<file path="src/rtl/muldiv_pkg.sv">
// Shared MUL/DIV definitions: width, op-code values and sequencer states.
package muldiv_pkg;

   localparam int XLEN = 32;

   localparam logic [2:0] OP_MULT  = 3'b000;
   localparam logic [2:0] OP_MULTU = 3'b001;
   localparam logic [2:0] OP_DIV   = 3'b010;
   localparam logic [2:0] OP_DIVU  = 3'b011;
   localparam logic [2:0] OP_MFHI  = 3'b100;
   localparam logic [2:0] OP_MFLO  = 3'b101;
   localparam logic [2:0] OP_MTHI  = 3'b110;
   localparam logic [2:0] OP_MTLO  = 3'b111;

   typedef enum logic [1:0] {
      S_IDLE = 2'd0,
      S_RUN  = 2'd1,
      S_FIX  = 2'd2
   } state_e;

   function automatic logic is_iter(input logic [2:0] op);
      return ~op[2];
   endfunction

endpackage

</file>
<file path="src/rtl/muldiv_core.sv">
// Iterative datapath: shift-add multiply / restoring divide on magnitudes.
// Both modes leave the upper word in o_hi and the lower word in o_lo.
module muldiv_core #(
   parameter int XLEN = 32
) (
   input  logic            clk,
   input  logic            rst_n,
   input  logic            i_load,
   input  logic            i_step,
   input  logic            i_div,
   input  logic [XLEN-1:0] i_a,
   input  logic [XLEN-1:0] i_b,
   output logic [XLEN-1:0] o_hi,
   output logic [XLEN-1:0] o_lo,
   output logic            o_last
);

   localparam int CW = $clog2(XLEN);

   logic [XLEN:0]   r_acc;
   logic [XLEN-1:0] r_shf;
   logic [XLEN-1:0] r_opd;
   logic [CW-1:0]   r_cnt;
   logic            r_div;

   logic [XLEN:0]   w_sum;
   logic [XLEN:0]   w_rem;
   logic [XLEN:0]   w_diff;
   logic [XLEN:0]   w_acc_n;
   logic [XLEN-1:0] w_shf_n;

   assign w_sum  = r_acc + {1'b0, (r_shf[0] ? r_opd : '0)};
   assign w_rem  = {r_acc[XLEN-1:0], r_shf[XLEN-1]};
   assign w_diff = w_rem - {1'b0, r_opd};

   always_comb begin
      w_acc_n = r_acc;
      w_shf_n = r_shf;
      if (r_div) begin
         // Negative trial difference means restore the shifted remainder
         if (w_diff[XLEN]) begin
            w_acc_n = w_rem;
            w_shf_n = {r_shf[XLEN-2:0], 1'b0};
         end else begin
            w_acc_n = w_diff;
            w_shf_n = {r_shf[XLEN-2:0], 1'b1};
         end
      end else begin
         w_acc_n = {1'b0, w_sum[XLEN:1]};
         w_shf_n = {w_sum[0], r_shf[XLEN-1:1]};
      end
   end

   always_ff @(posedge clk or negedge rst_n) begin
      if (!rst_n) begin
         r_acc <= '0;
         r_shf <= '0;
         r_opd <= '0;
         r_cnt <= '0;
         r_div <= 1'b0;
      end else if (i_load) begin
         r_acc <= '0;
         r_shf <= i_a;
         r_opd <= i_b;
         r_cnt <= '0;
         r_div <= i_div;
      end else if (i_step) begin
         r_acc <= w_acc_n;
         r_shf <= w_shf_n;
         r_cnt <= r_cnt + 1'b1;
      end
   end

   assign o_hi   = r_acc[XLEN-1:0];
   assign o_lo   = r_shf;
   assign o_last = (r_cnt == CW'(XLEN - 1));

endmodule

</file>
<file path="src/rtl/muldiv_sequencer.sv">
// HI/LO unit: sequencing FSM, sign fix-up, HI/LO registers and EX stall/forwarding.
module muldiv_sequencer #(
   parameter int XLEN = 32
) (
   input  logic            clk,
   input  logic            rst_n,
   input  logic            req_valid,
   input  logic [2:0]      req_op,
   input  logic [XLEN-1:0] req_a,
   input  logic [XLEN-1:0] req_b,
   output logic            stall,
   output logic [XLEN-1:0] rd_data,
   output logic            busy,
   output logic            done,
   output logic [XLEN-1:0] hi,
   output logic [XLEN-1:0] lo
);

   import muldiv_pkg::*;

   state_e          r_state;
   state_e          w_next;
   logic [XLEN-1:0] r_hi;
   logic [XLEN-1:0] r_lo;
   logic [XLEN-1:0] r_araw;
   logic            r_negq;
   logic            r_negr;
   logic            r_dz;
   logic            r_div;

   logic            w_idle;
   logic            w_accept;
   logic            w_signed;
   logic            w_sa;
   logic            w_sb;
   logic            w_bz;
   logic            w_mthi;
   logic            w_mtlo;
   logic            w_mfhi;
   logic            w_mflo;
   logic            w_last;
   logic [XLEN-1:0] w_ma;
   logic [XLEN-1:0] w_mb;
   logic [XLEN-1:0] w_core_hi;
   logic [XLEN-1:0] w_core_lo;
   logic [XLEN-1:0] w_fix_hi;
   logic [XLEN-1:0] w_fix_lo;
   logic [2*XLEN-1:0] w_prod;

   assign w_idle   = (r_state == S_IDLE);
   assign w_accept = req_valid & w_idle & is_iter(req_op);
   assign w_signed = (req_op == OP_MULT) | (req_op == OP_DIV);
   assign w_sa     = w_signed & req_a[XLEN-1];
   assign w_sb     = w_signed & req_b[XLEN-1];
   assign w_ma     = w_sa ? -req_a : req_a;
   assign w_mb     = w_sb ? -req_b : req_b;
   assign w_bz     = req_op[1] & (req_b == '0);
   assign w_mthi   = req_valid & w_idle & (req_op == OP_MTHI);
   assign w_mtlo   = req_valid & w_idle & (req_op == OP_MTLO);
   assign w_mfhi   = req_valid & w_idle & (req_op == OP_MFHI);
   assign w_mflo   = req_valid & w_idle & (req_op == OP_MFLO);

   muldiv_core #(
      .XLEN (XLEN)
   ) u_core (
      .clk    (clk),
      .rst_n  (rst_n),
      .i_load (w_accept),
      .i_step (r_state == S_RUN),
      .i_div  (req_op[1]),
      .i_a    (w_ma),
      .i_b    (w_mb),
      .o_hi   (w_core_hi),
      .o_lo   (w_core_lo),
      .o_last (w_last)
   );

   always_ff @(posedge clk or negedge rst_n) begin
      if (!rst_n) r_state <= S_IDLE;
      else        r_state <= w_next;
   end

   always_comb begin
      w_next = r_state;
      unique case (r_state)
         S_IDLE:  if (w_accept) w_next = w_bz ? S_FIX : S_RUN;
         S_RUN:   if (w_last) w_next = S_FIX;
         S_FIX:   w_next = S_IDLE;
         default: w_next = S_IDLE;
      endcase
   end

   always_comb begin
      busy    = !w_idle;
      done    = (r_state == S_FIX);
      stall   = req_valid & !w_idle;
      rd_data = '0;
      unique case (1'b1)
         w_mfhi:  rd_data = r_hi;
         w_mflo:  rd_data = r_lo;
         default: rd_data = '0;
      endcase
   end

   always_ff @(posedge clk or negedge rst_n) begin
      if (!rst_n) begin
         r_araw <= '0;
         r_negq <= 1'b0;
         r_negr <= 1'b0;
         r_dz   <= 1'b0;
         r_div  <= 1'b0;
      end else if (w_accept) begin
         r_araw <= req_a;
         r_negq <= w_sa ^ w_sb;
         r_negr <= w_sa;
         r_dz   <= w_bz;
         r_div  <= req_op[1];
      end
   end

   assign w_prod = {w_core_hi, w_core_lo};

   always_comb begin
      w_fix_hi = w_core_hi;
      w_fix_lo = w_core_lo;
      if (r_dz) begin
         w_fix_hi = r_araw;
         w_fix_lo = '1;
      end else if (r_div) begin
         // Remainder follows dividend sign; quotient truncates toward zero
         w_fix_hi = r_negr ? -w_core_hi : w_core_hi;
         w_fix_lo = r_negq ? -w_core_lo : w_core_lo;
      end else begin
         {w_fix_hi, w_fix_lo} = r_negq ? -w_prod : w_prod;
      end
   end

   always_ff @(posedge clk or negedge rst_n) begin
      if (!rst_n) begin
         r_hi <= '0;
         r_lo <= '0;
      end else if (r_state == S_FIX) begin
         r_hi <= w_fix_hi;
         r_lo <= w_fix_lo;
      end else if (w_mthi) begin
         r_hi <= req_a;
      end else if (w_mtlo) begin
         r_lo <= req_a;
      end
   end

   assign hi = r_hi;
   assign lo = r_lo;

endmodule

</file>
<file path="config.mk">
export PLATFORM = sky130hd
export DESIGN_NAME = muldiv_sequencer
export DESIGN_NICKNAME = d
export VERILOG_FILES = /design/src/rtl/muldiv_pkg.sv /design/src/rtl/muldiv_core.sv /design/src/rtl/muldiv_sequencer.sv
export SDC_FILE = /design/constraint.sdc
export NUM_CORES = 1
export LEC_CHECK = 0
export BUFFER_PORTS_ARGS = -buffer_cell sky130_fd_sc_hd__buf_2
export CAP_MARGIN = 20
export CORE_MARGIN = 2
export CORE_UTILIZATION = 57
export CTS_BUF_LIST = sky130_fd_sc_hd__clkbuf_4 sky130_fd_sc_hd__clkbuf_8
export DETAILED_ROUTE_END_ITERATION = 10
export GPL_ROUTABILITY_DRIVEN = 1
export GPL_TIMING_DRIVEN = 0
export PLACE_DENSITY_LB_ADDON = 0.25
export SLEW_MARGIN = 10
export SYNTH_ARGS = -nofsm -noshare
export SYNTH_HDL_FRONTEND = slang
export SYNTH_SLANG_ARGS = --single-unit
</file>
<file path="constraint.sdc">
create_clock -name clk -period 8.05 [get_ports clk]
set_input_delay 0.805 -clock clk [delete_from_list [all_inputs] [get_ports clk]]
set_output_delay 0.805 -clock clk [all_outputs]
set_load 0.01 [all_outputs]
</file>
# Word level (Yosys, flattened, before mapping)
# Cells that the tools add are included.
# word_totals
out_inout_bits	99
wordCells	83
input_bits	70
reg_bits	204
# op_classes
n_reduce_logical	9
n_bitwise	13
n_eq_ne	11
muxes	30
add_sub_neg	8
# op_table
cell	n
two-way mux 32 bit	17
two-way mux 33 bit	4
negation 32 bit	4
two-way mux 64 bit	1
negation 64 bit	1
one-hot mux 32 bit (2 select lines)	1
adder 33 x 32 -> 33 bit	1
subtractor 33 x 32 -> 33 bit	1
zero test 32 bit	1
== test 3 bit, second input constant	4
bitwise AND 1 bit	10
two-way mux 5 bit	2
two-way mux 2 bit	3
nonzero test 2 bit	3
adder 5 x 1 -> 5 bit, second input constant	1
== test 5 bit, second input constant	1
!= test 2 bit, second input constant	2
one-hot mux 2 bit (2 select lines)	1
AND reduction 2 bit	2
== test 3 x 2 -> 1 bit, second input constant	1
zero test 3 bit	1
== test 2 x 1 -> 1 bit, second input constant	1
== test 2 bit, second input constant	1
zero test 2 bit	1
other kinds (6)	6

# Longest topological paths before layout
# Gate-level depths: netlist (run 1).
# logic_depth
ltp_word	6
depth_mapped	20

# By module
# A second synthesis (run 1) with hierarchy kept.
# unflattened
hier_cells	2172
hier_area_um2	17061.4
# modules_own_cells
module	cells_per_inst	area_per_inst_um2	instances
muldiv_core	1105	8851.0	1
muldiv_sequencer	1067	8210.4	1

# Least setup slack after synthesis (run 1)
# No wires, ideal clock.
# synth_timing
kind	reg-to-reg
startpoint	reg u_core.r_shf[31], in the netlist u_core.o_lo[31]
endpoint	reg u_core.r_acc[5]
synth_period_minus_slack_ns	3.815
required_ns	7.916
arrival_time_ns	3.681
path_stages_with_launch	20
path_slack_ns	4.235
setup_ns	0.134
cell_sequence	dfrtp_1 clkbuf_1 inv_1 ha_1 fa_1 nand2b_1 a21o_1 a211oi_1 o21ai_0 nand2_1 o211ai_1 o21ai_0 nand3_1 nand2_1 ha_1 buf_1 clkbuf_1 a21oi_1 a21oi_1 o21ai_0
# synth_via
elab_chain_len	5
# synth_rtl
item	line_no	source
start: declaration	muldiv_core.sv:21	logic [XLEN-1:0] r_shf;
start signal: assignment	muldiv_core.sv:63	r_shf <= i_a;
start signal: assignment	muldiv_core.sv:69	r_shf <= w_shf_n;
subtractor 33 x 32 -> 33 bit	muldiv_core.sv:34	assign w_diff = w_rem - {1'b0, r_opd};
two-way mux 33 bit	muldiv_core.sv:41	if (w_diff[XLEN]) begin
two-way mux 33 bit	muldiv_core.sv:39	if (r_div) begin
two-way mux 33 bit	muldiv_core.sv:67	end else if (i_step) begin
two-way mux 33 bit	muldiv_core.sv:61	end else if (i_load) begin
end signal: assignment	muldiv_core.sv:68	r_acc <= w_acc_n;
end: declaration	muldiv_core.sv:20	logic [XLEN:0] r_acc;
# No other way between the ends. The select of a mux whose other input is x is not followed.
# A chain may end at the register's enable or synchronous reset.

# Worst setup path in the final report (run 1)
# layout_timing
startpoint	reg u_core.r_shf[31], in the netlist u_core.o_lo[31]
endpoint	reg u_core.r_acc[19]
# Same word-level chain as after synthesis.

==> results.toml, run 1 <==
[placed_design]
placed_area_um2 = 17720
place_congestion = 0.9956
hpwl_um = 48520
io_buffer_count = 161

[cells_and_area]
nets = 2447
syn_to_final_growth_pct = 12.84
layout-drive-gt1-share = 0.1098
fin_area_um2 = 18460

[synth]
synth_most_common_cell = "nand2_1"
seq_area_frac_synth = 0.3120
synth_nets = 2242
synth_largest_area_cell = "dfrtp_1"
ys_ff_latch = 204
synthTopCellsByArea = "dfrtp_1 (31%), nand2_1 (7.2%), o21ai_0 (6.3%), ha_1 (5.5%), xnor2_1 (5.5%)"
synth_top_cell_area_share = 0.3120
netlist_instances = 2098
synth_flop_cell = "dfrtp_1"
synthesis.area_um2 = 16360
synth_edf_count = 0
yosys_warnings = 0
ys_types = 72
ys_async_sr_fraction = 1.000
syn_avg_cell_area_um2 = 7.798
ys_top_cells_by_count = "nand2_1 (316), o21ai_0 (206), dfrtp_1 (204), nor2_1 (197), a21oi_1 (127)"

[drt]
wire_per_inst_um = 23.20
dr_wl_met3_um = 6419
final_antenna_net_count = 0
met1_length_um = 23220
vias_per_cell = 6.476
drtIter0Drc = 1992
finalWirelength_um = 62860
dr.pass1.iters = 6
top_layer = "met5"
dr_wl_met2_um = 29040
drc_errors = 0
vias = 17540

[power]
ir_drop_uv = 233.4
powerDensity_nw_per_um2 = 489.8
combPwrFrac = 0.645
power_switching_mw = 4.679
internal_power_mw = 4.364
leakage_nw = 8.159
p_clk_frac = 0.113
pwr-share-seq = 0.242
swShare = 0.5174

[timing]
fmax_mhz = 181.6
min_period_over_period = 0.6839
finalSetupViolCount = 0
tightest_slew_ps = 1104
fin_tns_setup_ps = 0
finalHoldViolCount = 0
period_needed_ps = 5505
relSlewSlack = 0.2643
rsz0062_at_grt = "no"
finClkSkew_ps = 43.06
maxSlewViolCount = 0

[setup_path]
worstPathArrival_ps = 5890
path_common_cell = "o21ai_0"
critPathKind = "reg -> reg"
reg2regPathDepth = 19
crit_buf_inv = 4
crit_cells = 19
slowest_delay_ps = 550
cpLargestDelayFamily = "buffers and inverters"
crit_path_start_kind = "register"
required_ps = 8440
end_kind = "register"
path_cells = "clkbuf_1 > inv_1 > ha_1 > fa_1 > nand2b_1 > a21o_1 > a211oi_1 > o21ai_0 > nand2_1 > o211ai_1 > o21ai_0 > nand3_1 > nand2_1 > ha_1 > buf_1 > clkbuf_1 > a21oi_1 > mux2i_1 > o21ai_0"
cp_max_fo = 10
slowest_stage = "clkbuf_1"

[floorplanning]
num_io_pins = 169
fp.dieW_um = 173.4
core_area_um2 = 28470
die-height_um = 173.4
start_util = 0.5747
fp-row-count = 62
dieArea_um2 = 30070

[cts]
root_buffer = "clkbuf_8"
clock_latency_ps = 570
holdBufCountCts = 0
clk_path_buf_depth = 3
clock_sinks = 204
htree_levels = 2
cts_setup_buffers = 0
cts_made_buffers = 39
cts_tree = "done"
cts.clk_slew.worst_paths_ps = 50
cts_resized = 0

[min_path]
hold_path.class = "in -> async"

[global_route]
grt_max_degree = 90
grt_pass1_vias = 16990
grt_usage = 0.4128
grt_overflow = 0
antenna_found_initial = 4
grt_pass1_wl_um = 96290

[job]
cap_violations = 0

[outcome]
status = "complete, no violations"
==> cell families after synthesis <==
group,share of synthesized area
XOR/XNOR,0.08994
multiplexers,0.05216
buffers and inverters,0.04573
adder cells (fa/ha/maj),0.05751
AO/OA/AOI/OAI,0.2396
flip-flops,0.3120
AND/OR/NAND/NOR,0.2030
==> final timing paths <==
| check | startpoint | to | slack, ps |
|---|---|---|---|
| max reg2reg | u_core.o_lo[31] | u_core.r_acc[19] | 2540 |
| min in group clk | u_core.r_opd[13] | u_core.r_opd[13] | 480 |
| max in group asynchronous | rst_n | r_state[1] | 7160 |
| min reg2reg | u_core.r_opd[13] | u_core.r_opd[13] | 480 |
| max | u_core.o_lo[31] | u_core.r_acc[19] | 2540 |
| min | rst_n | u_core.o_lo[15] | 100 |
==> power by group through the flow <==
| stage | combinational, mW | sequential [mW] | clock, mW |
|---|---|---|---|
| 2_1_floorplan | 4.04 | 2.01 | 0 |
| 3_3_place_gp | 5.55 | 2.14 | 0 |
| 3_5_place_dp | 5.67 | 2.16 | 0 |
| 4_1_cts | 5.69 | 2.15 | 1.02 |
| 5_1_grt | 6.39 | 2.23 | 1.06 |
| 6_report | 5.83 | 2.19 | 1.02 |
==> cells in the final DEF, fill, tap and decap left out, drive strengths merged, types with 35 or more instances in the layout <==
| cell type | Yosys | layout |
|---|---|---|
| xor2 | 66 | 66 |
| nand2 | 316 | 316 |
| dfrtp | 204 | 204 |
| xnor2 | 102 | 102 |
| clkbuf | 110 | 167 |
| o22ai | 45 | 45 |
| nand3 | 40 | 40 |
| buf | 26 | 190 |
| ha | 72 | 72 |
| mux2i | 83 | 83 |
| o211ai | 45 | 45 |
| inv | 60 | 62 |
| o31ai | 35 | 35 |
| nor2 | 197 | 197 |
| o21ai | 208 | 208 |
| a21oi | 127 | 127 |
==> per-stage QoR <==
step | utilization | hold slack (ps) | cells | worst slack, ps | total power, mW
global route | 0.6484 | 125.1 | 2708 | 2202 | 9.681
detailed placement | 0.6224 | 458.4 | 2646 | 2583 | 7.831
global placement | 0.6198 | 449.9 | 2643 | 2634 | 7.696
floorplan | - | 436.8 | 2098 | 4235 | 6.048
CTS | 0.6483 | 106.9 | 2707 | 2546 | 8.864
finish | 0.6485 | 104.2 | 2709 | 2545 | 9.043
==> sequential cells by signal (all words and copies together), names as in the netlist <==
name          flops
hi               32
lo               32
u_core.r_opd     32
u_core.r_div      1
r_negq            1
u_core.o_lo      32
u_core.r_acc     33
r_state           2
u_core.r_cnt      5
r_araw           32
r_negr            1
r_dz              1
==> layout make-up <==
| type | count | area [µm²] |
|---|---|---|
| multi-input cells | 1697 | 10510 |
| fillers | 2623 | 10010 |
| flip-flops and latches | 204 | 5105 |
| repair buffers | 164 | 878.3 |
| clock buffers | 57 | 709.4 |
| plain buffers | 136 | 519.2 |
| well taps | 384 | 480.5 |
| inverters | 61 | 229.0 |
| clock inverters | 4 | 27.53 |
| diodes | 2 | 5.005 |
==> layer usage <==
metal  vias up  track usage
met5         -            0
met2      1133       0.6833
met4         4       0.2486
li1       7925            -
met3       263      0.09013
met1      8219       0.4936
No activity file was read; power rests on OpenSTA's default activity.
==> inputs of run 2 (changes only) <==
Settings changed: CORE_UTILIZATION 57 to 56.
Clock period 8.05 ns to 4.6 ns, I/O delays scaled along.
==> run 2 against run 1 <==
  * First-iteration DRC count is 4.0% lower
  * Clock-buffer cell count is 7 higher
  * Worst hold slack better by 76 ps
  * Sequential power is 74% higher
  * Flip-flop and latch count stayed put
  * Sequential share of layout area is 0.17 points lower
==> results.toml, run 2 (synthesized netlist as in run 1, its figures left out) <==
[outcome]
status = "complete, no violations"

[power]
ir_drop_uv = 362.0
power_switching_mw = 8.169
leakage_nw = 8.223
internal_power_mw = 7.819
totalPowerFinal_mw = 15.99
combPwrFrac = 0.638
powerDensity_nw_per_um2 = 860.4
pwr-share-seq = 0.239
swShare = 0.5109
p_clk_frac = 0.122

[floorplanning]
dieArea_um2 = 30600
fp-row-count = 62
die-height_um = 174.9
core_area_um2 = 28700
fp.dieW_um = 174.9
start_util = 0.5700
num_io_pins = 169

[drt]
drc_errors = 0
vias_per_cell = 6.426
final_antenna_net_count = 0
wire_per_inst_um = 22.94
finalWirelength_um = 62290
vias = 17450
dr.pass1.iters = 6
drtIter0Drc = 1913

[placed_design]
io_buffer_count = 161
hpwl_um = 47700
place_ws_ps = -705.5
place_congestion = 1.027

[setup_path]
reg2regPathDepth = 18
reg2reg_from = "u_core.o_lo[31]"
cp_max_fo = 10
required_ps = 5010
crit_buf_inv = 3
cpLargestDelayFamily = "compound AO/OA/AOI/OAI gates"
critPathKind = "reg -> reg"
end_kind = "register"
reg2reg_to = "u_core.r_acc[19]"
reg2reg_setup_slack_ps = 130
slowest_stage = "dfrtp_2"
worstPathArrival_ps = 4880
slowest_delay_ps = 470
path_cells = "inv_1 > ha_1 > fa_1 > nand2b_1 > a21o_1 > a211oi_1 > o21ai_0 > nand2_1 > o211ai_1 > o21ai_2 > nand3_1 > nand2_1 > ha_1 > clkbuf_4 > clkbuf_4 > a21oi_1 > mux2i_1 > o21ai_0"
crit_path_start_kind = "register"

[timing]
finClkSkew_ps = 36.15
fmax_mhz = 223.7
timing.hold.ws_ps = 180.2
finalHoldViolCount = 0
maxSlewViolCount = 0
tightest_slew_ps = 1110
fin_ws_ps = 128.8
fin_tns_setup_ps = 0
period_needed_ps = 4471
finalSetupViolCount = 0
rsz0062_at_grt = "no"
min_period_over_period = 0.9720
relSlewSlack = 0.2600

[global_route]
grt_usage = 0.4009
grt_pass1_vias = 16880
grt_pass1_wl_um = 95070
antenna_found_initial = 0
grt_max_degree = 106
grt_overflow = 0

[cts]
cts_made_buffers = 38
htree_levels = 2
clock_latency_ps = 570
root_buffer = "clkbuf_8"
cts.clk_slew.worst_paths_ps = 60
clk_path_buf_depth = 3
clock_sinks = 204
cts_tree = "done"

[cells_and_area]
largest_reg_flops = 33
antenna_cells = 0
nets = 2445
fill_cells = 2642
largest-register = "u_core.r_acc"
layout-drive-gt1-share = 0.1171
layout_common_cells = "nand2_1 (316), o21ai_0 (205), dfrtp_1 (203), nor2_1 (196), buf_2 (164)"
layout_commonest_cell = "nand2_1"
syn_to_final_growth_pct = 13.57

[min_path]
hold_path.class = "in -> reg"
hold_depth = 3
holdPathEnd = "r_araw[5]"
holdCritStartpoint = "req_a[5]"

[job]
cap_violations = 0
[run 2: timing repair]
action / in CTS / in global routing
hold buffers: 1 / 0
endpoints found under the setup margin: 32 / 31
buffers inserted: 0 / 0
hold endpoints to repair: 18 / 0
resized for setup: 6 / 11
[run 2: layer usage]
| metal | GRT usage | vias up | routed length (µm) |
|---|---|---|---|
| met1 | 0.4884 | 8208 | 23690 |
| met2 | 0.6769 | 1083 | 29110 |
| met4 | 0.2278 | 0 | 4012 |
| met5 | 0 | - | 0 |
| li1 | - | 7920 | - |
| met3 | 0.06245 | 236 | 5477 |
[run 2: how the worst max path moves through the flow]
stage	startpoint	depth (start not counted)	end	slack, ps
global placement	u_core.o_lo[31]	19	u_core.r_acc[19]	-720
finish	u_core.o_lo[31]	18	u_core.r_acc[19]	130
global route	u_core.o_lo[31]	18	u_core.r_acc[5]	2
CTS	u_core.o_lo[0]	13	u_core.r_acc[28]	40
floorplan	u_core.o_lo[31]	19	u_core.r_acc[5]	790
detailed placement	u_core.o_lo[31]	19	u_core.r_acc[19]	-710
[run 2: through the flow]
stage | util | area (µm²) | std cells
4_1_cts | 0.6461 | 18550 | 2715
6_report | 0.6474 | 18580 | 2715
3_3_place_gp | 0.6148 | 17650 | 2643
3_5_place_dp | 0.6164 | 17690 | 2645
5_1_grt | 0.6474 | 18580 | 2715
2_1_floorplan | - | 16360 | 2098
[run 2: layout make-up]
cell class	count	area [µm²]	area share
sequential	204	5106	0.2748
clock buffer	64	774.5	0.04168
inverter	61	230.2	0.01239
clock inverter	6	63.81	0.003434
buffer	135	525.5	0.02828
tap	384	480.5	0.02586
timing repair buffer	164	860.8	0.04633
multi-input combinational	1697	10540	0.5672
[run 2: power by group through the flow]
stage | clock network [mW] | registers, mW | logic (mW)
global placement | 0 | 3.74 | 9.67
CTS | 1.95 | 3.77 | 9.92
detailed placement | 0 | 3.78 | 9.86
floorplan | 0 | 3.52 | 7.07
global route | 2.03 | 3.91 | 11.1
finish | 1.96 | 3.82 | 10.2
[run 2: tightest hold or removal path, stage by stage]
cell     delay [ps]
buf_2           140
nand2_1          60
nand2_1          40
==> inputs of run 3 (changes only) <==
Settings changed: CORE_UTILIZATION 56 to 57.
Clock period 4.6 ns to 4.65 ns, I/O delays scaled along.
==> run 3 against run 2 <==
  * Sequential power about the same
  * Register-to-register slack improved by 50 ps
  * Core utilization up 0.28 points
  * First-iteration DRC count down 0.42%
  * Power fell by 1.5%
  * Final area fell by 0.38%
  * Final cell count fell by 0.22%
  * Non-clock buffer count grew 1
  * Clock-buffer cell count fell by 7
  * Clock skew increased by 6.2 ps
  * Worst hold slack gained 6.6 ps
  * Critical endpoint is now u_core.r_acc[28]
  * Largest cell class unchanged
==> results.toml, run 3 (synthesized netlist as in run 1, its figures left out) <==
[timing]
tightest_slew_ps = 1116
finalSetupViolCount = 0
relSlewSlack = 0.2562
maxSlewViolCount = 0
finalHoldViolCount = 0
finClkSkew_ps = 42.30
period_needed_ps = 4472
rsz0062_at_grt = "no"
timing.hold.ws_ps = 186.8
fmax_mhz = 223.6
min_period_over_period = 0.9617

[global_route]
grt_pass1_vias = 17010
grt_usage = 0.4128
gr-usage-met2 = 0.6822
grt_pass1_wl_um = 96300
grt_max_degree = 90
use_met3 = 0.09035
antenna_found_initial = 4
met1_usage = 0.4926
busiest_layer = "met2"
grt_overflow = 0

[placed_design]
hpwl_um = 48520
placed_area_um2 = 17720
io_buffer_count = 161
place_congestion = 0.9956
dp.cells = 2646

[min_path]
hold_path.class = "in -> reg"

[cts]
cts.clk_slew.worst_paths_ps = 60
root_buffer = "clkbuf_8"
cts_made_buffers = 39
clock_sinks = 204
clock_latency_ps = 570
clk_path_buf_depth = 3
cts_tree = "done"
htree_levels = 2

[setup_path]
required_ps = 5110
critPathKind = "reg -> reg"
worstPathArrival_ps = 4930
cp_max_fo = 10
crit_path_start_kind = "register"
end_kind = "register"

[drt]
dr.pass1.iters = 6
finalWirelength_um = 62980
vias_per_cell = 6.474
final_antenna_net_count = 0
vias = 17540
wire_per_inst_um = 23.25
drtIter0Drc = 1905
drc_errors = 0

[job]
cap_violations = 0

[cells_and_area]
nets = 2447
syn_to_final_growth_pct = 13.14
largest_reg_flops = 33
layout_commonest_cell = "nand2_1"
fin_area_um2 = 18510
layoutNonFillerInstCount = 2709
layout_common_cells = "nand2_1 (315), o21ai_0 (205), dfrtp_1 (203), nor2_1 (196), buf_2 (164)"
layout-drive-gt1-share = 0.1145
largest-register = "u_core.r_acc"

[floorplanning]
fp-row-count = 62
die-height_um = 173.4
dieArea_um2 = 30070
fp.dieW_um = 173.4
num_io_pins = 169
core_area_um2 = 28470
start_util = 0.5747

[power]
ir_drop_uv = 490.1
leakage_nw = 8.182
powerDensity_nw_per_um2 = 850.8

[outcome]
status = "complete, no violations"
## run 3: critical path, cell delays in order (launching register included)
cell	delay [ps]
dfrtp_2	480
inv_1	130
ha_1	240
fa_1	390
nand2b_1	240
a21o_1	210
a211oi_1	330
o21ai_0	180
nand2_2	160
o211ai_1	200
o21ai_2	240
nand3_1	110
nand2_1	130
ha_1	290
clkbuf_4	240
nor2_2	330
nand2_1	120
o21ai_0	120
a221oi_1	80
o21ai_0	140
## run 3: worst paths after layout
check                              endpoint  slack (ps)             start  depth (start not counted)
min in group asynchronous   u_core.o_lo[15]         360             rst_n                          2
setup reg to reg           u_core.r_acc[28]         180   u_core.o_lo[31]                         19
max in group asynchronous        r_state[1]        3480             rst_n                          3
hold / removal                   r_araw[30]         190         req_a[30]                          3
setup / recovery           u_core.r_acc[28]         180   u_core.o_lo[31]                         19
hold reg to reg            u_core.r_opd[13]         480  u_core.r_opd[13]                          2
## run 3: power breakdown
group	switching (mW)	internal, mW	total, mW
combinational	6.22	3.94	10.2
clock	0.813	0.969	1.78
sequential	1.12	2.68	3.81
total	8.15	7.60	15.7
## run 3: final cells by class
class / instances / area, µm²
inverters: 61 / 230.2
clock buffers: 57 / 709.4
multi-input cells: 1697 / 10540
flip-flops and latches: 204 / 5106
repair buffers: 165 / 888.4
well taps: 384 / 480.5
plain buffers: 135 / 525.5
diodes: 2 / 5.005
fillers: 2624 / 9960
clock inverters: 4 / 27.53
## run 3: repair_timing
action	in CTS	in global routing
gates cloned	0	0
buffers inserted	0	0
hold buffers	1	0
hold endpoints to repair	31	0
gates resized for setup	7	9
pin swaps	0	0
setup endpoints to repair	32	20
## run 3: per-stage QoR
stage / TNS (ps) / total power, mW / setup WS, ps / util
6_report: 0 / 15.75 / 178.3 / 0.6502
5_1_grt: 0 / 16.83 / 8.570 / 0.6501
2_1_floorplan: 0 / 10.47 / 835.1 / -
4_1_cts: 0 / 15.37 / 35.71 / 0.6489
3_3_place_gp: -93170 / 13.32 / -700.2 / 0.6198
3_5_place_dp: -13620 / 13.56 / -816.9 / 0.6224
## run 3: routing by layer
metal | up-vias | wire length, µm
met5 | - | 13
met4 | 2 | 4251
met3 | 243 | 6215
met2 | 1093 | 28970
met1 | 8272 | 23530
li1 | 7929 | -
